[src/rtl/mips_pkg.sv]
// Shared types and constants for the MIPS pipeline MEM/WB slice.
package mips_pkg;

  localparam int WORD_W     = 32;
  localparam int REG_ADDR_W = 5;

  typedef enum logic {
    IDLE = 1'b0,
    BUSY = 1'b1
  } mem_state_t;

  typedef struct packed {
    logic reg_write;
  } wb_ctrl_t;

  // Control pattern loaded into MEM/WB when no instruction retires this cycle.
  localparam wb_ctrl_t WB_BUBBLE = '{reg_write: 1'b0};

  function automatic logic is_misaligned(input logic [WORD_W-1:0] addr);
    return addr[1:0] != 2'b00;
  endfunction

endpackage

[src/rtl/mem_wb_reg.sv]
// MEM/WB pipeline register: loads a new instruction or a bubble that
// clears RegWrite while holding destination and data.
module mem_wb_reg
  import mips_pkg::*;
(
  input  logic                  clk,
  input  logic                  reset,
  input  logic                  bubble,
  input  logic                  reg_write_d,
  input  logic [REG_ADDR_W-1:0] rw_d,
  input  logic [WORD_W-1:0]     wb_data_d,
  output logic                  reg_write_q,
  output logic [REG_ADDR_W-1:0] rw_q,
  output logic [WORD_W-1:0]     wb_data_q
);

  wb_ctrl_t                ctrl_reg;
  logic [REG_ADDR_W-1:0]   rw_reg;
  logic [WORD_W-1:0]       wb_data_reg;

  always_ff @(posedge clk or negedge reset) begin
    if (!reset) begin
      ctrl_reg    <= WB_BUBBLE;
      rw_reg      <= '0;
      wb_data_reg <= '0;
    end else if (bubble) begin
      ctrl_reg    <= WB_BUBBLE;
    end else begin
      ctrl_reg.reg_write <= reg_write_d;
      rw_reg             <= rw_d;
      wb_data_reg        <= wb_data_d;
    end
  end

  assign reg_write_q = ctrl_reg.reg_write;
  assign rw_q        = rw_reg;
  assign wb_data_q   = wb_data_reg;

endmodule

[src/rtl/mem_wb_stage.sv]
// MIPS memory-access stage with MEM/WB register, stall FSM and stall counter.
// Optional MEM_ALIGN_CHECK_EN drops misaligned accesses and flags misalign_err.
module mem_wb_stage
  import mips_pkg::*;
#(
  parameter int STALL_CNT_W = 16
) (
  input  logic                   clk,
  input  logic                   reset,
  input  logic                   MemtoReg_in,
  input  logic                   RegWrite_in,
  input  logic                   MemRead_in,
  input  logic                   MemWrite_in,
  input  logic [WORD_W-1:0]      ALU_Result_in,
  input  logic [WORD_W-1:0]      busB_in,
  input  logic [REG_ADDR_W-1:0]  RW_in,
  output logic                   mem_req,
  output logic                   mem_we,
  output logic [WORD_W-1:0]      mem_addr,
  output logic [WORD_W-1:0]      mem_wdata,
  input  logic                   mem_ack,
  input  logic [WORD_W-1:0]      mem_rdata,
  output logic                   stall,
  output logic                   RegWrite_out,
  output logic [REG_ADDR_W-1:0]  RW_out,
  output logic [WORD_W-1:0]      WB_data_out,
  output logic [STALL_CNT_W-1:0] stall_cycles,
  output logic                   misalign_err
);

  localparam logic [STALL_CNT_W-1:0] CNT_ONE = 1;

  logic                   acc;
  logic                   misalign;
  logic                   acc_valid;
  logic [WORD_W-1:0]      wb_data_next;
  mem_state_t             state_reg;
  logic [STALL_CNT_W-1:0] stall_cycles_reg;

  assign acc = MemRead_in | MemWrite_in;

`ifdef MEM_ALIGN_CHECK_EN
  logic misalign_err_reg;

  assign misalign = acc & is_misaligned(ALU_Result_in);

  always_ff @(posedge clk or negedge reset) begin
    if (!reset) misalign_err_reg <= 1'b0;
    else        misalign_err_reg <= misalign;
  end

  assign misalign_err = misalign_err_reg;
`else
  assign misalign     = 1'b0;
  assign misalign_err = 1'b0;
`endif

  // A dropped (misaligned) access never reaches memory and never stalls.
  assign acc_valid = acc & ~misalign;
  assign mem_req   = acc_valid;
  assign mem_we    = MemWrite_in;
  assign mem_addr  = ALU_Result_in;
  assign mem_wdata = busB_in;
  assign stall     = acc_valid & ~mem_ack;

  always_ff @(posedge clk or negedge reset) begin
    if (!reset) begin
      state_reg <= IDLE;
    end else begin
      case (state_reg)
        IDLE:    if (acc_valid && !mem_ack) state_reg <= BUSY;
        BUSY:    if (mem_ack || !acc_valid) state_reg <= IDLE;
        default: state_reg <= IDLE;
      endcase
    end
  end

  always_ff @(posedge clk or negedge reset) begin
    if (!reset)
      stall_cycles_reg <= '0;
    else if (stall && stall_cycles_reg != '1)
      stall_cycles_reg <= stall_cycles_reg + CNT_ONE;
  end

  assign stall_cycles = stall_cycles_reg;

  genvar gi;
  generate
    for (gi = 0; gi < WORD_W; gi++) begin : g_wb_sel
      assign wb_data_next[gi] = MemtoReg_in ? mem_rdata[gi] : ALU_Result_in[gi];
    end
  endgenerate

  mem_wb_reg u_mem_wb_reg (
    .clk         (clk),
    .reset       (reset),
    .bubble      (stall | misalign),
    .reg_write_d (RegWrite_in),
    .rw_d        (RW_in),
    .wb_data_d   (wb_data_next),
    .reg_write_q (RegWrite_out),
    .rw_q        (RW_out),
    .wb_data_q   (WB_data_out)
  );

endmodule

[config.mk]
export PLATFORM = sky130hd
export DESIGN_NAME = mem_wb_stage
export DESIGN_NICKNAME = d
export VERILOG_FILES = /design/src/rtl/mips_pkg.sv /design/src/rtl/mem_wb_reg.sv /design/src/rtl/mem_wb_stage.sv
export SDC_FILE = /design/constraint.sdc
export NUM_CORES = 1
export LEC_CHECK = 0
export CORE_MARGIN = 2
export CORE_UTILIZATION = 37
export DETAILED_ROUTE_END_ITERATION = 6
export HOLD_SLACK_MARGIN = 0.05
export PLACE_DENSITY_LB_ADDON = 0.2
export SYNTH_ARGS = -nofsm -noshare
export SYNTH_HDL_FRONTEND = slang
export SYNTH_SLANG_ARGS = --single-unit
[constraint.sdc]
create_clock -name clk -period 5.2 [get_ports clk]
set_input_delay 1.04 -clock clk [delete_from_list [all_inputs] [get_ports clk]]
set_output_delay 1.04 -clock clk [all_outputs]
set_load 0.01 [all_outputs]
==> results of run 1 <==
-- final cells by class --
class / instances / area, um^2 / share of cell area
flip-flops and latches: 54 / 1351 / 0.3144
repair buffers: 166 / 1647 / 0.3831
clock buffers: 5 / 68.82 / 0.01601
clock inverters: 3 / 40.04 / 0.009316
inverters: 2 / 7.507 / 0.001747
well taps: 102 / 127.6 / 0.02969
multi-input cells: 167 / 1056 / 0.2457
-- power groups by stage --
stage,Combinational (uW),Sequential (uW),Clock (uW)
2_1_floorplan,158,565,0
6_report,380,533,274
3_3_place_gp,384,541,0
4_1_cts,388,534,287
3_5_place_dp,387,542,0
5_1_grt,415,543,306
-- cells in the mapped netlist (2+ instances only) --
master	number	area, um^2
clkbuf_1	11	41.29
xnor2_1	9	78.83
o21ai_0	33	165.2
nor3_1	2	10.01
xor2_1	3	26.28
o2111ai_1	3	26.28
nand3_1	4	20.02
and2_1	2	12.51
o211ai_1	3	22.52
nand2_1	50	187.7
nor2_1	7	26.28
dfrtp_1	54	1351
buf_4	66	495.5
nand4_1	2	12.51
mux2i_1	32	320.3
buf_6	2	22.52
-- critical path, cell delays in order --
cell and delay [ns]:
clkdlybuf4s50_1 0.45, o21bai_1 0.63, inv_2 0.07, clkdlybuf4s50_1 0.50
-- cell families after synthesis --
group,Yosys count,share of synthesized area
and+or+nand+nor,76,0.1149
buffers and inverters,81,0.1906
adders and majority gates,1,0.004206
other,1,0.001261
muxes,34,0.1153
DFF,54,0.4544
xor gates and xnor gates,12,0.03534
AOI/OAI and AO/OA,43,0.08414
-- metrics by stage --
stage | worst slack [ns] | total power (uW) | hold slack (ns) | utilization
finish | 1.470 | 1187 | 0.4761 | 0.5533
global route | 1.336 | 1264 | 0.5094 | 0.5533
CTS | 1.437 | 1209 | 0.4827 | 0.5533
detailed placement | 1.446 | 928.6 | 0.4610 | 0.5393
global placement | 1.500 | 924.2 | 0.4538 | 0.5393
floorplan | 2.437 | 722.9 | 0.5070 | -
-- per-layer routing --
metal  vias up  share of wire  track usage
li1       1130              -            -
met1      1062           0.38       0.1846
met2       101           0.51       0.2836
met3        26          0.085      0.04173
met4         0          0.021      0.06159
met5         -              0            0
-- worst paths after layout --
check | to | slack, ns | cells past startpoint
max in group asynchronous | u_mem_wb_reg.rw_q[3]$_DFFE_PN0N_ | 3.89 | 2
min in group asynchronous | u_mem_wb_reg.wb_data_q[24]$_DFFE_PN0N_ | 0.85 | 2
worst min-delay path | u_mem_wb_reg.rw_q[3]$_DFFE_PN0N_ | 0.48 | 2
worst max register to register | stall_cycles[1]$_DFFE_PN0P_ | 3.14 | 4
worst max-delay path | stall | 1.47 | 4
worst min register to register | u_mem_wb_reg.rw_q[3]$_DFFE_PN0N_ | 0.48 | 2
==> impl_metrics.ini, run 1 <==
[run_status]
status = complete, no violations

[floorplan]
die_w_um = 93.66
design.core.area_mm2 = 0.007767
io_pins = 230
die_y_um = 93.66
initial_core_util = 0.3829
dieArea_mm2 = 0.008771
placement_rows = 32

[detailed_routing]
wire_per_inst_um = 14.11
post-route-drc-count = 0
ant_nets = 0
vias = 2319
drtPass1Iterations = 4
avgViaCountPerCell = 4.647
drt_iter0_drc = 61
wl_um = 7042

[worst_setup_path]
critPathLaunchType = primary input
worstReg2RegStart = stall_cycles[3]$_DFFE_PN0P_
endpoint_kind = output pin
critical_path.startpoint = MemWrite_in
cp_max_fo = 11
arrival_ns = 2.69
crit_type = primary input to output pin
cp_data_required_time_ns = 4.16

[placed_design]
dpl_cell_area_mm2 = 0.004189
place_congestion = 0.7821
dp.cells = 491
io_buffers = 164
dp_hpwl_um = 5493

[flow_run]
max_cap_viol_count = 0

[logic_synthesis]
syn-num-nets = 411
ys_types = 35
netlist_area_mm2 = 0.002974
postSynthAreaPerCell_um2 = 9.848
synthArstFlopShare = 1.000
ys_warn_count = 0
synth-edff-count = 0
ys_ff_latch = 54
ys.flop_type = dfrtp_1
syn_inst = 302
yosysSeqAreaShare = 0.4544

[worst_hold_path]
hold_class = register to register
hold_start = u_mem_wb_reg.rw_q[3]$_DFFE_PN0N_

[cts]
post_cts_buffers = 0
clk_pin_slew_ns = 0.09
clkLatencyLatePin_ns = 0.30
cts-root-buf = clkbuf_8
cts_sinks = 54
clockBufferDepth = 2
ctsHoldBuffers = 0
ctsResizeCount = 0
cts_tree = built
cts_buffers = 5
ctsHtreeMaxLevel = 2

[power_and_ir_drop]
leakage_uw = 0.001818
power.internal_uw = 848.7
power_density_mw_per_mm2 = 276.3
clkPwrFrac = 0.231
pwr-share-comb = 0.320
p_seq_frac = 0.449
sw_frac_of_total = 0.2853
power.switching_uw = 338.8
max-vdd-ir-drop_v = 0.0001259

[sta]
fmax_mhz = 268.1
tns_ns = 0
finalCritPeriodShare = 0.7173
tightestPinTransition_ns = 0.9382
setup_viol = 0
min_period_ns = 3.730
finClkSkew_ns = 0.003699
rsz0062_at_grt = no
hold_viol_final = 0
drv_slew = 0
maxSlewHeadroom = 0.3745

[global_routing]
grt_pass1_vias = 2239
grt_overflow = 0
grt_max_degree = 72
antenna_found_initial = 0
grt_pass1_wl_um = 11030
track_usage = 0.1600

[finish]
nFillCells = 729
final_cell_mix = clkdlybuf4s50_1 (162), dfrtp_1 (54), nand2_1 (50)
fin_area_mm2 = 0.004298
synthToLayoutAreaGrowth_pct = 44.51
fin_nets = 505
largest_register_ffs = 32
drive_above_1_share = 0.04786
n_antenna_cell = 0
final_common_cell = clkdlybuf4s50_1
final_cells = 499
(Power assumes the default switching activity.)
==> run 2, diff against run 1 <==
Settings changed: CORE_UTILIZATION 37 to 31.
Clock period 5.2 ns to 3.1 ns, I/O delays scaled along.
==> run 2 against run 1 <==
Clock skew is 0.0049 ns higher. Clock power is 47% higher. Highest routed layer unchanged. Combinational power is 70% higher. Largest cell class unchanged. Final area is 0.90% higher. First-iteration DRC count is 28% higher. Global-route usage is 1.9 points lower. Non-clock buffer count is 1 higher. Sequential share of layout area is 0.28 points lower. Worst setup slack worse by 0.95 ns. Power is 64% higher. Hold slack worse by 0.15 ns. Critical endpoint unchanged.
==> impl_metrics.ini, run 2 (synthesis gave the netlist of run 1 again) <==
[power_and_ir_drop]
sw_frac_of_total = 0.3073
clkPwrFrac = 0.207
p_seq_frac = 0.461
pwr-share-comb = 0.332
power_density_mw_per_mm2 = 449.9
power.switching_uw = 599.6
max-vdd-ir-drop_v = 0.0001647
power.internal_uw = 1352
leakage_uw = 0.001814

[worst_setup_path]
critical_path.startpoint = MemWrite_in
arrival_ns = 1.96
endpoint_kind = output pin
cp_data_required_time_ns = 2.48
critPathLaunchType = primary input
cp_max_fo = 4
crit_type = primary input to output pin
worstReg2RegStart = stall_cycles[3]$_DFFE_PN0P_

[cts]
clockBufferDepth = 2
cts_sinks = 54
ctsHtreeMaxLevel = 2
cts_tree = built
ctsHoldBuffers = 0
cts_buffers = 5
post_cts_buffers = 0
clk_pin_slew_ns = 0.11
ctsResizeCount = 0
clkLatencyLatePin_ns = 0.31
cts-root-buf = clkbuf_8

[detailed_routing]
ant_nets = 0
vias = 2316
wl_um = 7380
drtPass1Iterations = 6
drt_iter0_drc = 78
avgViaCountPerCell = 4.395
post-route-drc-count = 0
wire_per_inst_um = 14.00

[sta]
setup_viol = 0
finalCritPeriodShare = 0.8313
fin_ws_ns = 0.5230
rsz0062_at_grt = no
drv_slew = 0
finClkSkew_ns = 0.008582
fmax_mhz = 388.1
hold_viol_final = 0
tns_ns = 0
min_period_ns = 2.577
maxSlewHeadroom = 0.3703
tightestPinTransition_ns = 0.9445

[floorplan]
placement_rows = 35
design.core.area_mm2 = 0.009284
die_w_um = 102.0
dieArea_mm2 = 0.01039
io_pins = 230
die_y_um = 102.0
initial_core_util = 0.3204

[placed_design]
io_buffers = 164
dp_hpwl_um = 5711
place_ws_ns = 0.5088
place_congestion = 0.7963

[global_routing]
grt_max_degree = 72
track_usage = 0.1408
antenna_found_initial = 0
grt_pass1_wl_um = 11660
grt_pass1_vias = 2360
grt_overflow = 0

[finish]
fin_nets = 506
drive_above_1_share = 0.05025
utilization = 0.4671
synthToLayoutAreaGrowth_pct = 45.81
largest_register_ffs = 32
n_antenna_cell = 0
nFillCells = 923
final_cell_mix = clkdlybuf4s50_1 (162), dfrtp_1 (54), nand2_1 (50)
final_common_cell = clkdlybuf4s50_1

[worst_hold_path]
hold_class = primary input to async pin

[flow_run]
max_cap_viol_count = 0

[run_status]
status = complete, no violations
-- run 2: cell count changes in the layout (fill, tap and decap cells not counted), sizes merged --
cell      before  now
bufinv         1    0
buf            4    5
clkinv         2    1
clkinvlp       0    1
inv            2    3
-- run 2: layout make-up --
cell class,instances,area (um^2),share of cell area
clock inverters,3,25.02,0.005770
repair buffers,167,1667,0.3843
inverters,2,7.507,0.001731
well taps,129,161.4,0.03722
flip-flops and latches,54,1351,0.3116
multi-input cells,167,1056,0.2435
clock buffers,5,68.82,0.01587
-- run 2: critical path, cell delays in order --
cell             delay [ns]
clkdlybuf4s50_1        0.43
o21bai_1               0.35
inv_2                  0.07
clkdlybuf4s50_1        0.49
-- run 2: metrics by stage --
stage          std cells  area (um^2)  total power, uW  hold slack, ns
4_1_cts              527         4337             1990          0.3400
2_1_floorplan        302         2974             1213          0.3244
5_1_grt              527         4337             2087          0.3754
3_5_place_dp         519         4243             1572          0.4639
3_3_place_gp         519         4243             1563          0.4549
6_report             527         4337             1951          0.3282
-- run 2: final timing paths --
kind                                                     endpoint  slack (ns)  depth (start not counted)
max                                                         stall        0.52                          4
min reg2reg                      u_mem_wb_reg.rw_q[1]$_DFFE_PN0N_        0.48                          2
min                        u_mem_wb_reg.wb_data_q[30]$_DFFE_PN0N_        0.33                          1
max reg2reg                           stall_cycles[1]$_DFFE_PN0P_        0.98                          4
max in group asynchronous   u_mem_wb_reg.wb_data_q[0]$_DFFE_PN0N_        2.18                          2
min in group clk                 u_mem_wb_reg.rw_q[1]$_DFFE_PN0N_        0.48                          2
-- run 2: per-layer routing --
layer  GRT usage  up-vias  wire length, um
met2      0.2586       94             3802
met1      0.1634     1082             2949
met4     0.04000        0               70
met3     0.03283        8              557
li1            -     1132                -
met5           0        -                0
-- run 2: power groups by stage --
stage / combinational [uW] / clock [uW] / sequential, uW
after floorplan: 266 / 0 / 947
after global placement: 652 / 0 / 912
after detailed placement: 657 / 0 / 915
after CTS: 658 / 430 / 902
after global routing: 709 / 460 / 918
final: 647 / 404 / 900
